### src/rtl/safe_pkg.sv
// Shared types and constants for the keypad safe controller.
package safe_pkg;

  localparam int         DIGIT_W   = 4;
  localparam logic [3:0] MAX_DIGIT = 4'd9;

  typedef enum logic [1:0] {
    ST_IDLE,
    ST_ENTRY,
    ST_OPEN,
    ST_LOCKOUT
  } state_e;

endpackage

### src/rtl/cycle_timer.sv
// Preset-and-run down-counter; done_p marks the last enabled cycle of the interval.
module cycle_timer #(
  parameter int WIDTH = 8
) (
  input  logic             clk,
  input  logic             rst,
  input  logic             load,
  input  logic             enable,
  input  logic [WIDTH-1:0] preset,
  output logic             done_p
);

  logic [WIDTH-1:0] cnt_q, cnt_d;

  always_comb begin
    cnt_d = cnt_q;
    if (load) begin
      cnt_d = preset;
    end else if (enable && (cnt_q != '0)) begin
      cnt_d = cnt_q - WIDTH'(1);
    end
  end

  // A preset of N gives exactly N enabled cycles before done_p.
  assign done_p = enable && !load && (cnt_q == WIDTH'(1));

  always_ff @(posedge clk or negedge rst) begin
    if (!rst) begin
      cnt_q <= '0;
    end else begin
      cnt_q <= cnt_d;
    end
  end

endmodule

### src/rtl/safe_code_entry.sv
// Keypad combination lock: digit entry, unlock window and penalty lockout.
// Define SAFE_IDLE_TIMEOUT_EN to abandon a partial entry after IDLE_CYCLES of inactivity.
//
// state      | meaning
// -----------+-----------------------------------------------
// ST_IDLE    | no digits entered, waiting for input
// ST_ENTRY   | partial or full combination being entered
// ST_OPEN    | correct code accepted, unlocked for OPEN_CYCLES
// ST_LOCKOUT | too many failures, inputs ignored for LOCK_CYCLES
module safe_code_entry
  import safe_pkg::*;
#(
  parameter int CODE_LEN    = 4,
  parameter int MAX_TRIES   = 3,
  parameter int OPEN_CYCLES = 50_000_000,
  parameter int LOCK_CYCLES = 250_000_000,
  parameter int IDLE_CYCLES = 500_000_000
) (
  input  logic                               clk,
  input  logic                               rst,
  input  logic                               digit_p,
  input  logic [3:0]                         digit,
  input  logic                               enter_p,
  input  logic                               clear_p,
  input  logic [DIGIT_W*CODE_LEN-1:0]        code,
  output logic                               unlocked,
  output logic                               lockout,
  output logic                               err_p,
  output logic [$clog2(MAX_TRIES+1)-1:0]     tries,
  output logic [$clog2(CODE_LEN+1)-1:0]      count
);

  localparam int EW   = DIGIT_W * CODE_LEN;
  localparam int CW   = $clog2(CODE_LEN + 1);
  localparam int TRW  = $clog2(MAX_TRIES + 1);
  localparam int TMAX = (OPEN_CYCLES > LOCK_CYCLES) ? OPEN_CYCLES : LOCK_CYCLES;
  localparam int TW   = $clog2(TMAX + 1);

  localparam logic [TW-1:0] OPEN_PRE = TW'(OPEN_CYCLES);
  localparam logic [TW-1:0] LOCK_PRE = TW'(LOCK_CYCLES);

  if (CODE_LEN < 1 || MAX_TRIES < 1 || OPEN_CYCLES < 1 || LOCK_CYCLES < 1 ||
      IDLE_CYCLES < 1) begin : g_param_check
    $error("safe_code_entry: all parameters must be positive");
  end

  state_e          state_q, state_d;
  logic [EW-1:0]   entry_q, entry_d;
  logic [CW-1:0]   count_q, count_d;
  logic [TRW-1:0]  tries_q, tries_d;
  logic            err_q, err_d;

  logic            digit_ok;
  logic [TRW-1:0]  next_tries;
  logic            dur_load, dur_en, dur_done;
  logic [TW-1:0]   dur_preset;

  assign digit_ok   = digit_p && (digit <= MAX_DIGIT);
  assign next_tries = tries_q + TRW'(1);
  assign dur_en     = (state_q == ST_OPEN) || (state_q == ST_LOCKOUT);

  cycle_timer #(.WIDTH(TW)) u_dur_timer (
    .clk    (clk),
    .rst    (rst),
    .load   (dur_load),
    .enable (dur_en),
    .preset (dur_preset),
    .done_p (dur_done)
  );

`ifdef SAFE_IDLE_TIMEOUT_EN
  localparam int IW = $clog2(IDLE_CYCLES + 1);

  logic idle_load, idle_done;

  cycle_timer #(.WIDTH(IW)) u_idle_timer (
    .clk    (clk),
    .rst    (rst),
    .load   (idle_load),
    .enable (state_q == ST_ENTRY),
    .preset (IW'(IDLE_CYCLES)),
    .done_p (idle_done)
  );
`endif

  always_comb begin
    state_d    = state_q;
    entry_d    = entry_q;
    count_d    = count_q;
    tries_d    = tries_q;
    err_d      = 1'b0;
    dur_load   = 1'b0;
    dur_preset = OPEN_PRE;
`ifdef SAFE_IDLE_TIMEOUT_EN
    idle_load  = 1'b0;
`endif

    case (state_q)
      ST_IDLE, ST_ENTRY: begin
        // clear_p outranks everything, even where it has nothing to discard.
        if (clear_p) begin
          entry_d = '0;
          count_d = '0;
          state_d = ST_IDLE;
        end else if (enter_p) begin
          entry_d = '0;
          count_d = '0;
          if ((count_q == CW'(CODE_LEN)) && (entry_q == code)) begin
            state_d    = ST_OPEN;
            tries_d    = '0;
            dur_load   = 1'b1;
            dur_preset = OPEN_PRE;
          end else begin
            err_d   = 1'b1;
            tries_d = next_tries;
            if (next_tries == TRW'(MAX_TRIES)) begin
              state_d    = ST_LOCKOUT;
              dur_load   = 1'b1;
              dur_preset = LOCK_PRE;
            end else begin
              state_d = ST_IDLE;
            end
          end
        end else if (digit_ok) begin
          state_d = ST_ENTRY;
`ifdef SAFE_IDLE_TIMEOUT_EN
          idle_load = 1'b1;
`endif
          if (count_q != CW'(CODE_LEN)) begin
            entry_d = (entry_q << DIGIT_W) | EW'(digit);
            count_d = count_q + CW'(1);
          end
        end
`ifdef SAFE_IDLE_TIMEOUT_EN
        else if ((state_q == ST_ENTRY) && idle_done) begin
          entry_d = '0;
          count_d = '0;
          state_d = ST_IDLE;
        end
`endif
      end

      ST_OPEN: begin
        if (clear_p || dur_done) begin
          state_d = ST_IDLE;
        end
      end

      ST_LOCKOUT: begin
        if (dur_done) begin
          state_d = ST_IDLE;
          tries_d = '0;
        end
      end

      default: state_d = ST_IDLE;
    endcase
  end

  always_ff @(posedge clk or negedge rst) begin
    if (!rst) begin
      state_q <= ST_IDLE;
      entry_q <= '0;
      count_q <= '0;
      tries_q <= '0;
      err_q   <= 1'b0;
    end else begin
      state_q <= state_d;
      entry_q <= entry_d;
      count_q <= count_d;
      tries_q <= tries_d;
      err_q   <= err_d;
    end
  end

  assign unlocked = (state_q == ST_OPEN);
  assign lockout  = (state_q == ST_LOCKOUT);
  assign err_p    = err_q;
  assign tries    = tries_q;
  assign count    = count_q;

endmodule

### config.mk
export PLATFORM = sky130hd
export DESIGN_NAME = safe_code_entry
export DESIGN_NICKNAME = d
export VERILOG_FILES = /design/src/rtl/safe_pkg.sv /design/src/rtl/cycle_timer.sv /design/src/rtl/safe_code_entry.sv
export SDC_FILE = /design/constraint.sdc
export NUM_CORES = 1
export LEC_CHECK = 0
export CAP_MARGIN = 20
export CORE_MARGIN = 4
export CORE_UTILIZATION = 29
export DETAILED_ROUTE_END_ITERATION = 7
export RECOVER_POWER = 25
export REMOVE_ABC_BUFFERS = 1
export SYNTH_ARGS = -nofsm -noshare
export SYNTH_HDL_FRONTEND = slang
export SYNTH_SLANG_ARGS = --single-unit
### constraint.sdc
create_clock -name clk -period 3.1 [get_ports clk]
set_clock_uncertainty 0.1 [all_clocks]
set_input_delay 0.465 -clock clk [delete_from_list [all_inputs] [get_ports clk]]
set_output_delay 0.465 -clock clk [all_outputs]
set_load 0.01 [all_outputs]
## Word-level counts from Yosys, hierarchy flattened

Index checks and enable logic that the tools add are counted.

| storage, ports and cells | value |
|---|---|
| register bits after elaboration | 52 |
| input bits | 25 |
| output and inout bits | 8 |
| logic and storage cells | 78 |

| cells by class | value |
|---|---|
| $add $sub $neg | 3 |
| magnitude comparators | 1 |
| eq/ne operators | 13 |
| multiplexer cells | 36 |
| bitwise operators | 1 |
| reduce and logical (&&, ||, !) cells | 18 |

Operators with widths:

| cell | count |
|---|---|
| 2-to-1 mux 28 bit | 7 |
| 2-to-1 mux 16 bit | 4 |
| == test 28 x 1 -> 1 bit, second input constant | 1 |
| nonzero test 28 bit | 1 |
| subtractor 28 x 1 -> 28 bit, second input constant | 1 |
| 2-to-1 mux 2 bit | 10 |
| == test 16 bit | 1 |
| OR 16 x 4 -> 16 bit | 1 |
| 2-to-1 mux 3 bit | 4 |
| 2-to-1 mux 1 bit | 9 |
| == test 2 bit, second input constant | 3 |
| case mux 2 bit (3 select lines) | 1 |
| AND reduction 3 bit | 2 |
| nonzero test 3 bit | 2 |
| logical AND 1 bit | 5 |
| less-or-equal comparator 4 bit, second input constant | 1 |
| != test 2 x 1 -> 1 bit, second input constant | 2 |
| != test 2 bit, second input constant | 2 |
| != test 4 bit, second input constant | 1 |
| case mux 2 bit (2 select lines) | 1 |
| AND reduction 4 bit | 1 |
| nonzero test 2 bit | 2 |
| adder 3 x 1 -> 3 bit, second input constant | 1 |
| == test 3 bit, second input constant | 1 |
| 7 further kinds | 8 |

## Logic depth before layout (Yosys ltp)

| logic depth | value |
|---|---|
| depth in word-level cells | 13 |
| depth in mapped cells | 9 |
| mapped depth without buffers | 7 |

## Cells and area by module

A second synthesis with hierarchy kept.

| unflattened totals | value |
|---|---|
| cell total of the unflattened synthesis | 338 |
| area total of the unflattened synthesis | 3146.8 um2 |

By module, submodules not included:

| module | instances | cells an instance | area an instance (um2) | seq. area each (um2) |
|---|---|---|---|---|
| cycle_timer | 1 | 226 | 1899.3 | 700.7 |
| safe_code_entry | 1 | 112 | 1247.4 | 600.6 |

## Worst setup path after synthesis

OpenSTA, ideal clock, no wires.

| path | value |
|---|---|
| path kind | reg-to-reg |
| start point | register count_q[0], in the netlist count[0] |
| end point | register u_dur_timer.cnt_q[10] |
| setup time | 0.145 ns |
| arrival time | 1.972 ns |
| required time | 2.855 ns |
| slack | 0.884 ns |
| cell stages (with the launch flop) | 10 |
| path buffers | 2 |
| clock period less this slack | 2.216 ns |
| path through | dfrtp_1 -> inv_1 -> ha_1 -> nand2_1 -> a2111oi_0 -> and4b_1 -> clkbuf_1 -> a21o_1 -> buf_2 -> a22oi_1 |

| on the way | value |
|---|---|
| longest elaborated chain between the ends | 7 |
| elaborated cells on any way between the ends | 12 |
| those cells by class | eq/ne (1); mux (9); reduce/logical (2) |

Ends and longest elaborated chain:

| item | line | source |
|---|---|---|
| start: declaration | safe_code_entry.sv:49 | `logic [CW-1:0] count_q, count_d;` |
| start signal: assignment | safe_code_entry.sv:170 | `count_q <= count_d;` |
| == test 3 bit (*) | safe_code_entry.sv:108 | `if ((count_q == CW'(CODE_LEN)) && (entry_q == code)) begin` |
| logical AND 1 bit (*) | safe_code_entry.sv:108 |  |
| 2-to-1 mux 28 bit / 2-to-1 mux 1 bit (equally long branches) | safe_code_entry.sv:108 |  |
| 2-to-1 mux 28 bit / 2-to-1 mux 1 bit (equally long branches) | safe_code_entry.sv:105 | `end else if (enter_p) begin` |
| 2-to-1 mux 28 bit / 2-to-1 mux 1 bit (equally long branches) | safe_code_entry.sv:101 | `if (clear_p) begin` |
| 2-to-1 mux 28 bit / 2-to-1 mux 1 bit (equally long branches) | safe_code_entry.sv:98 | `case (state_q)` |
| 2-to-1 mux 28 bit / nonzero test 2 bit (equally long branches) | - |  |
| end signal: assignment | cycle_timer.sv:31 | `cnt_q <= cnt_d;` |
| end: declaration | cycle_timer.sv:13 | `logic [WIDTH-1:0] cnt_q, cnt_d;` |

Mark *: on every way between the ends. The rest lies on a longest branch, timed or not.
A chain may end at the register's enable or synchronous reset.

## Worst setup path in the final report

| path | value |
|---|---|
| start point | register count_q[0], in the netlist count[0] |
| end point | register u_dur_timer.cnt_q[6] |

The elaborated chain is that of the path after synthesis.

==> flow_summary.ini <==
[finish]
layout.nets = 346
area_growth_pct = 19.3
n_antenna_cell = 0
drive_gt1_share_pct = 11.7
fin_area_um2 = 3470

[clock_network]
holdBufCountCts = 1
htree_levels = 2
clockRootBuffer = clkbuf_8
cts_buffers = 5
clk_pin_slew_ns = 0.10
post_cts_buffers = 0
cts_tree = done
cts_buffer_depth = 2
clock_sinks = 52
cts-resized-gates = 0
clock_latency_ns = 0.31

[logic_synthesis]
yosys_warnings = 0
synth_ff_type = dfrtp_1
synthArstFlopShare_pct = 100
syn-mean-instance-area_um2 = 10.3
synthesis.area_um2 = 2910
synth.mux.area_fraction_pct = 1.46
synth_top_family_by_area = compound AO/OA/AOI/OAI gates
synth.distinct_cells = 61
synth_compound_area_share_pct = 22.4
yosys_register_bits = 52
synth_fa_ha_area_share_pct = 2.15
synthSimpleGateAreaFrac_pct = 20.6
syn_inst = 283
synth-edff-count = 0
yosysSeqAreaShare_pct = 44.7
synth_xor_area_share_pct = 5.72

[detailed_routing]
first_iter_violations = 135
wl_met3_um = 208
dr.pass1.iters = 5
via_per_inst = 5.30
ant_nets = 0
maxUsedRoutingLayer = met4
m1WireLength_um = 3450
vias = 2383
wl_met2_um = 3320
drt_wl_total_um = 7110
post-route-drc-count = 0
avgRoutedWirePerCell_um = 15.8

[outcome]
status = finished, final reports clean

[critical_path]
critPathArrivalTime_ns = 2.69
crit_type = register to register
startpoint_type = register
worst_setup_path_end_kind = register
critPathMaxFanout = 13
cp.required_ns = 3.17

[placed_design]
dp_hpwl_um = 5150
routabilityCongestion = 0.824
placed_area_um2 = 3380
portBuffers = 32

[timing]
hold_slack_ns = 0.403
finalSetupTns_ns = 0
setup_viol = 0
fmax_mhz = 382
maxSlewHeadroom_pct = 33.6
min_period_over_period_pct = 84.5
slew_violations = 0
worstMarginPinSlew_ns = 0.996
grt_setup_unrepaired = no
fin_crit_ns = 2.62
finalHoldViolCount = 0

[die]
die_width_um = 108
core_um2 = 9770
start_util_pct = 29.8
dieArea_um2 = 11700
row_count = 36
die_h_um = 108
io_pins = 33

[power]
cellPowerDensity_nw_per_um2 = 554
peakVddDrop_v = 0.000182
leakagePower_nw = 1.38
finalPower_mw = 1.92

[hold_path]
hold_path_class = register to register

[flow_run]
maxCapViolations = 0

[global_route]
grt_max_degree = 41
antenna_found_initial = 0
grt_pass1_vias = 2356
track_usage_pct = 12.8
grt_pass1_wl_um = 12000
gr-total-overflow = 0
==> power breakdown <==
group	switching [mW]	internal, mW	total (mW)
registers	0.181	0.813	0.994
logic	0.280	0.247	0.527
clock network	0.240	0.162	0.402
==> metrics by stage <==
step | util (%) | cells | setup slack [ns]
finish | 35.5 | 450 | 0.481
floorplan | - | 271 | 0.918
global placement | 34.6 | 441 | 0.330
detailed placement | 34.6 | 441 | 0.289
global route | 35.5 | 450 | 0.132
CTS | 35.6 | 450 | 0.494
==> cell usage in the layout, fill, tap and decap left out, types with 4 or more instances in the layout <==
cell type / instances
a21oi_1: 8
nor2_1: 17
o211ai_1: 8
a211oi_1: 4
xor2_1: 12
o31ai_1: 10
a22o_1: 17
xnor2_1: 7
buf_4: 4
inv_1: 10
nand3_1: 6
o21ai_0: 12
nor3_1: 9
a22oi_1: 7
or3_1: 6
clkdlybuf4s50_1: 31
nor4_1: 4
ha_1: 5
dfrtp_1: 52
clkbuf_8: 5
nand2_1: 11
==> path summary, 6_finish.rpt <==
kind,startpoint,endpoint,slack [ns],cells after the start
min in group asynchronous,rst,u_dur_timer.cnt_q[8],0.64,2
hold / removal,u_dur_timer.cnt_q[9],u_dur_timer.cnt_q[9],0.40,1
setup / recovery,count[0],u_dur_timer.cnt_q[6],0.48,7
hold reg to reg,u_dur_timer.cnt_q[9],u_dur_timer.cnt_q[9],0.40,1
max in group asynchronous,rst,u_dur_timer.cnt_q[2],0.83,3
setup reg to reg,count[0],u_dur_timer.cnt_q[6],0.48,7
==> cells by family (layout without fill, tap and decap cells) <==
group,count (synthesis),count (layout)
buffers and inverters,22,56
muxes,4,4
DFF,52,52
xor gates and xnor gates,19,19
AOI/OAI and AO/OA,88,88
adders and majority gates,5,5
and+or+nand+nor,93,93
==> worst max-delay path: stages (launching register included) <==
cell and delay, ns:
dfrtp_1 0.41, inv_1 0.09, ha_1 0.16, nand2_1 0.09
a2111oi_0 0.58, and4b_1 0.39, a21o_1 0.47, a22oi_1 0.17
==> layout make-up <==
type                            instances  area, um2
Tap cell                              133        166
Sequential cell                        52       1300
Inverter                               10       37.5
Timing Repair Buffer                   38        359
Multi-Input combinational cell        209       1520
Clock buffer                            6       72.6
Clock inverter                          2       13.8
Fill cell                            1013       6300
==> registers in the layout, indices dropped and copies added, names as in the netlist <==
| name | count |
|---|---|
| count | 3 |
| entry_q | 16 |
| err_p | 1 |
| state_q | 2 |
| tries | 2 |
| u_dur_timer.cnt_q | 28 |
==> cell usage after synthesis (all sizes together) (6+ instances only) <==
master,count,area [um2]
nand3,6,30.0
a21oi,8,40.0
or3,10,71.3
nor4,6,67.6
nand2,11,41.3
nor2,17,63.8
clkbuf,9,33.8
xor2,12,105
a22oi,8,65.1
o31ai,10,75.1
o21ai,12,60.1
xnor2,7,61.3
dfrtp,52,1300
o211ai,8,60.1
inv,10,37.5
a22o,17,149
nor3,11,65.1
==> metal layers <==
layer / vias to the layer above / global-route usage, %
li1: 1155 / -
met1: 1171 / 18.2
met2: 45 / 20.0
met3: 12 / 1.67
met4: 0 / 4.42
met5: - / 0
Power figures use the tool's default switching activity.
